==> src/rtl/fifo_stream_reader.sv <==
`default_nettype none
// ============================================================================
// Module   : fifo_stream_reader
// Purpose  : Drains a synchronous byte FIFO (1-cycle registered read data)
//            onto a valid/ready stream through a 2-entry skid buffer.
// Revision : 1.0 - initial release
// ============================================================================
module fifo_stream_reader #(
  parameter int DATA_WIDTH = 8,
  parameter int CNT_WIDTH  = 16
) (
  input  logic                  clk,
  input  logic                  rst,
  input  logic                  en,
  input  logic                  buf_empty,
  input  logic [DATA_WIDTH-1:0] buf_out,
  output logic                  rd_en,
  output logic [DATA_WIDTH-1:0] m_data,
  output logic                  m_valid,
  input  logic                  m_ready,
  output logic [CNT_WIDTH-1:0]  pop_count,
  output logic                  idle
);

  logic [DATA_WIDTH-1:0] r_entry [2];
  logic                  r_head;
  logic                  r_tail;
  logic [1:0]            r_occ;
  logic                  r_inflight;
  logic [CNT_WIDTH-1:0]  r_pop_count;

  logic                  w_accept;
  logic [2:0]            w_pending;

  assign w_accept = m_valid && m_ready;

  // Entries that will be held after this edge if no new pop is issued; a pop
  // is allowed only while that leaves room for the byte it will return.
  assign w_pending = {1'b0, r_occ} + {2'b00, r_inflight} - {2'b00, w_accept};
  assign rd_en     = en && !buf_empty && (w_pending < 3'd2);

  always_ff @(posedge clk or posedge rst) begin
    if (rst) begin
      r_entry[0]  <= '0;
      r_entry[1]  <= '0;
      r_head      <= 1'b0;
      r_tail      <= 1'b0;
      r_occ       <= 2'd0;
      r_inflight  <= 1'b0;
      r_pop_count <= '0;
    end else begin
      r_inflight <= rd_en;
      if (rd_en) begin
        r_pop_count <= r_pop_count + 1'b1;
      end
      if (r_inflight) begin
        r_entry[r_tail] <= buf_out;
        r_tail          <= ~r_tail;
      end
      if (w_accept) begin
        r_head <= ~r_head;
      end
      r_occ <= r_occ + {1'b0, r_inflight} - {1'b0, w_accept};
    end
  end

  assign m_valid   = (r_occ != 2'd0);
  assign m_data    = r_entry[r_head];
  assign pop_count = r_pop_count;
  assign idle      = (r_occ == 2'd0) && !r_inflight && buf_empty;

endmodule
`default_nettype wire
==> config.mk <==
export PLATFORM = sky130hd
export DESIGN_NAME = fifo_stream_reader
export DESIGN_NICKNAME = d
export VERILOG_FILES = /design/src/rtl/fifo_stream_reader.sv
export SDC_FILE = /design/constraint.sdc
export NUM_CORES = 1
export LEC_CHECK = 0
export ABC_AREA = 1
export CORE_AREA = 2 2 77 57
export CTS_CLUSTER_SIZE = 12
export DETAILED_ROUTE_END_ITERATION = 16
export DIE_AREA = 0 0 79 59
export PLACE_DENSITY = 0.86
export SLEW_MARGIN = 20
export SYNTH_ARGS = -nofsm -noshare
export SYNTH_HDL_FRONTEND = slang
export SYNTH_SLANG_ARGS = --single-unit
==> constraint.sdc <==
create_clock -name clk -period 7 [get_ports clk]
set_clock_uncertainty 0.2 [all_clocks]
set_input_delay 1.75 -clock clk [delete_from_list [all_inputs] [get_ports clk]]
set_output_delay 1.75 -clock clk [all_outputs]
set_load 0.05 [all_outputs]
Yosys cells after proc, flatten, opt, wreduce, memory -nomap -nowiden
Cells that the tools add are included.

Shift-type cells: 0. Divide/modulo/power cells: 0. Multiplexer cells: 6. Magnitude comparators: 4. Equality and inequality tests: 0. Reductions and logical operators: 10. Multipliers: 0. Bitwise gates (word level): 4. Add/subtract/negate cells: 5.

Operator list (number): $mux 8 (4); $add 16x1->16 const B (1); $bwmux 16 (1); $demux 8 s1 (1); $logic_and 1x1->1 (6); $ge 2x2->1 const B (2); $not 1->2 (2); $add 2x1->3 (1); $lt 3x2->1 const B (1); $sub 3x1->3 (1); $add 2x1->2 (1); $logic_not 1->1 (2); $logic_not 2->1 (1); $lt 2x1->1 const B (1); $not 1->1 (2); $reduce_bool 2->1 (1); $sub 2x1->2 (1).

Memory bits (read-only): 0. Bits in registers: 37. Output and inout port bits: 27. Bits in writable memories: 0. Memories kept: 0. Bits in latches: 0. Input bits: 13. Logic and storage cells: 36.

Depth between registers and ports, before layout
Depth in word-level cells: 6. Gate-level depth with buffers: 17. Depth with buffers taken out: 16.

Least setup slack after synthesis
Ideal clock, no wire load.

Path type: input to output. Start: input m_ready. End: output rd_en. Data required time: 5.050 ns. Buffers on the path: 1. Setup slack: 1.788 ns. Stages: 10. Arrival time: 3.262 ns. Path through: nand2_1 -> inv_1 -> ha_1 -> inv_1 -> ha_1 -> fa_1 -> inv_1 -> nand3_1 -> nor2_2 -> buf_6.

Cells in the longest elaborated chain, start to end: 4.

Ends and longest elaborated chain: start, declared (RTL line 20) `input logic m_ready,`; $logic_and 1x1->1 (RTL line 35) `assign w_accept = m_valid && m_ready;`; net w_accept (RTL line 32) `logic w_accept;`; $sub 3x1->3 (RTL line 39) `assign w_pending = {1'b0, r_occ} + {2'b00, r_inflight} - {2'b00, w_accept};`; net w_pending[1] (RTL line 33) `logic [2:0] w_pending;`; $lt 3x2->1 (RTL line 40) `assign rd_en = en && !buf_empty && (w_pending < 3'd2);`; $logic_and 1x1->1 (RTL line 40); end, declared (RTL line 17) `output logic rd_en,`.

The timed path passes the listed nets, and every way through them passes these cells.

Worst setup path in the final report
Ends and elaborated chain as after synthesis.

==> results.py <==
metrics = {
    "clock_tree": {
        "clk_latency_ns": 0.29,
        "clkTransAtPathRegs_ns": 0.07,
        "cts_tree": "yes",
        "cts_htree_levels": 2,
        "cts-root-buf": "clkbuf_8",
        "cts_made_buffers": 5,
        "ctsHoldBuffers": 0,
        "post_cts_buffers": 0,
        "ctsResizeCount": 0,
        "clock_sinks": 37,
        "clockBufferDepth": 2,
    },
    "floorplan": {
        "initial_core_util_pct": 48.7,
        "core_sq_um": 3850,
        "io_pins": 40,
        "die_y_microns": 59,
        "rows": 19,
        "floorplan.die_area_sq_um": 4660,
        "die_w_microns": 79,
    },
    "global_routing": {
        "gr-total-overflow": 0,
        "grt_pass1_vias": 1466,
        "grt_usage_pct": 18.2,
        "grt_pass1_wl_microns": 6530,
        "grt_max_degree": 38,
        "grt_antenna_before_repair": 0,
    },
    "setup_path": {
        "cp_num_buf_inv": 5,
        "rr_worst_depth": 14,
        "max_stage_delay_ns": 0.84,
        "critical-path-top-delay-family": "buffers and inverters",
        "reg2reg_from": "r_occ[1]",
        "arrival_ns": 4.38,
        "critical_path_class": "input pin to primary output",
        "path_cells": "clkdlybuf4s50_1 -> nand2_1 -> inv_1 -> ha_1 -> inv_1 -> ha_1 -> fa_1 -> inv_1 -> nand3_1 -> nor2_2 -> clkdlybuf4s50_1",
        "cpMostUsedCell": "inv_1",
        "rrSetupSlack_ns": 4.20,
        "worst-endpoint-required_ns": 5.05,
        "r2r_end": "pop_count[7]",
        "worst_path_max_delay_cell": "clkdlybuf4s50_1",
        "cp_max_fo": 3,
        "cp-start-kind": "input pin",
        "endpoint_kind": "primary output",
    },
    "finish": {
        "layout_commonest_cell": "nand2_1",
        "fin_nets": 293,
        "layout-drive-gt1-share_pct": 7.94,
        "final_cell_mix": "nand2_1 (96), clkdlybuf4s50_1 (39), dfrtp_1 (37), inv_1 (29), nor2_1 (13)",
        "antenna_cells": 0,
        "area_growth_pct": 29.0,
        "final_cells": 329,
    },
    "sta": {
        "whs_ns": 0.284,
        "worst_slew_pin_slew_ns": 0.711,
        "setup_tns_ns": 0,
        "rsz0062_at_grt": "no",
        "relSlewSlack_pct": 52.6,
        "hold_violations": 0,
        "setup_slack_ns": 0.669,
        "setup_violations": 0,
        "final.min_clock_period_ns": 6.33,
        "max_freq_mhz": 158,
        "min_period_over_period_pct": 90.4,
        "slew_violations": 0,
    },
    "worst_hold_path": {
        "hp-class": "register to register",
        "worstHoldPathCells": 2,
        "worstHoldEndpoint": "r_entry[10]",
        "holdCritStartpoint": "r_entry[10]",
    },
    "power": {
        "p_per_area_nw_per_um2": 459,
        "peakVddDrop_uv": 276,
        "power.total_mw": 1.11,
        "leakagePower_nw": 1.21,
    },
    "placed_design": {
        "post-place-ws_ns": 0.640,
        "placed_cells": 321,
        "routabilityCongestion": 0.790,
        "dpl.hpwl_microns": 2740,
        "io_buffers": 39,
    },
    "detailed_routing": {
        "drtIter0Drc": 126,
        "drc": 0,
        "avgRoutedWirePerCell_microns": 11.4,
        "vias_per_cell": 4.75,
        "num_vias": 1562,
        "antenna_left": 0,
        "dr.pass1.iters": 4,
        "routed_wl_microns": 3760,
    },
    "synthesis": {
        "synth_cell_type_count": 23,
        "seq_area_frac_synth_pct": 49.3,
        "synth.avg_cell_area_sq_um": 8.05,
        "syn-num-nets": 250,
        "synth_cells": 233,
        "ys_warn_count": 0,
        "syn_area_sq_um": 1880,
        "ys_ff_latch": 37,
    },
    "flow_run": {
        "cap_violations": 0,
    },
    "outcome": {
        "status": "finished clean",
    },
}
## cells in the mapped netlist, drive strengths merged
master   n  area share (%)
fa       1             1.1
buf      4             2.1
ha       3             2.0
nand3    8             2.1
nand4    2            0.67
xor2     4             1.9
dfrtp   37              49
nor2    16             4.1
nor3     2            0.53
o21ai   17             6.1
clkinv   1            0.20
clkbuf   1            0.20
or2      1            0.33
nand2   97              20
xnor2    3             1.4
inv     30             6.0
nand3b   6             2.4
## cell type report
type / count / area (sq um)
Multi-Input combinational cell: 160 / 792
Inverter: 31 / 116
Fill cell: 349 / 1430
Sequential cell: 37 / 926
Tap cell: 52 / 65.1
Clock buffer: 7 / 86.3
Timing Repair Buffer: 41 / 405
Clock inverter: 1 / 30.0
## flip-flops by register name, indices dropped and copies added, names as in the netlist
signal / count
r_entry: 16
r_head: 1
pop_count: 16
r_inflight: 1
r_tail: 1
r_occ: 2
## kinds of logic after synthesis
| kind of cell | share of synthesized area (%) |
|---|---|
| compound gates | 6.13 |
| xor+xnor | 3.27 |
| fa+ha+maj | 3.07 |
| buf+inv | 8.47 |
| flops | 49.3 |
| simple gates | 29.7 |
## worst reg2reg max path: stages (launching register included)
cell	delay, ns
dfrtp_1	0.44
nor2_1	0.12
inv_1	0.07
nand2_1	0.09
inv_1	0.05
ha_1	0.26
inv_1	0.04
ha_1	0.19
fa_1	0.48
nor2_1	0.19
nand2_2	0.15
nor2_4	0.25
nand2_1	0.08
nand2_1	0.06
nand2_1	0.05
## stage by stage
stage          utilization, %  instance area [sq um]
2_1_floorplan               -                   1880
3_3_place_gp             59.8                   2300
3_5_place_dp             59.8                   2300
4_1_cts                  62.9                   2420
5_1_grt                  62.9                   2420
6_report                 62.9                   2420
## power by group
group	switching [mW]	internal [mW]
Sequential	0.0629	0.292
Clock	0.0730	0.116
Combinational	0.375	0.192
## metal layers
layer	vias to the layer above	share of wire, %	track usage (%)
li1	795	-	-
met1	728	49	24.6
met2	34	46	29.3
met3	5	3.8	4.12
met4	0	0.72	6.40
met5	-	0	0
## how the worst max path moves through the flow
| stage | start | endpoint | slack (ns) | cells past startpoint |
|---|---|---|---|---|
| final | m_ready | rd_en | 0.67 | 11 |
| after floorplan | m_ready | rd_en | 1.79 | 10 |
| after detailed placement | m_ready | rd_en | 0.64 | 11 |
| after global routing | m_ready | rd_en | 0.56 | 11 |
| after CTS | m_ready | rd_en | 0.64 | 11 |
| after global placement | m_ready | rd_en | 0.69 | 11 |
No activity file was read; power rests on OpenSTA's default activity.
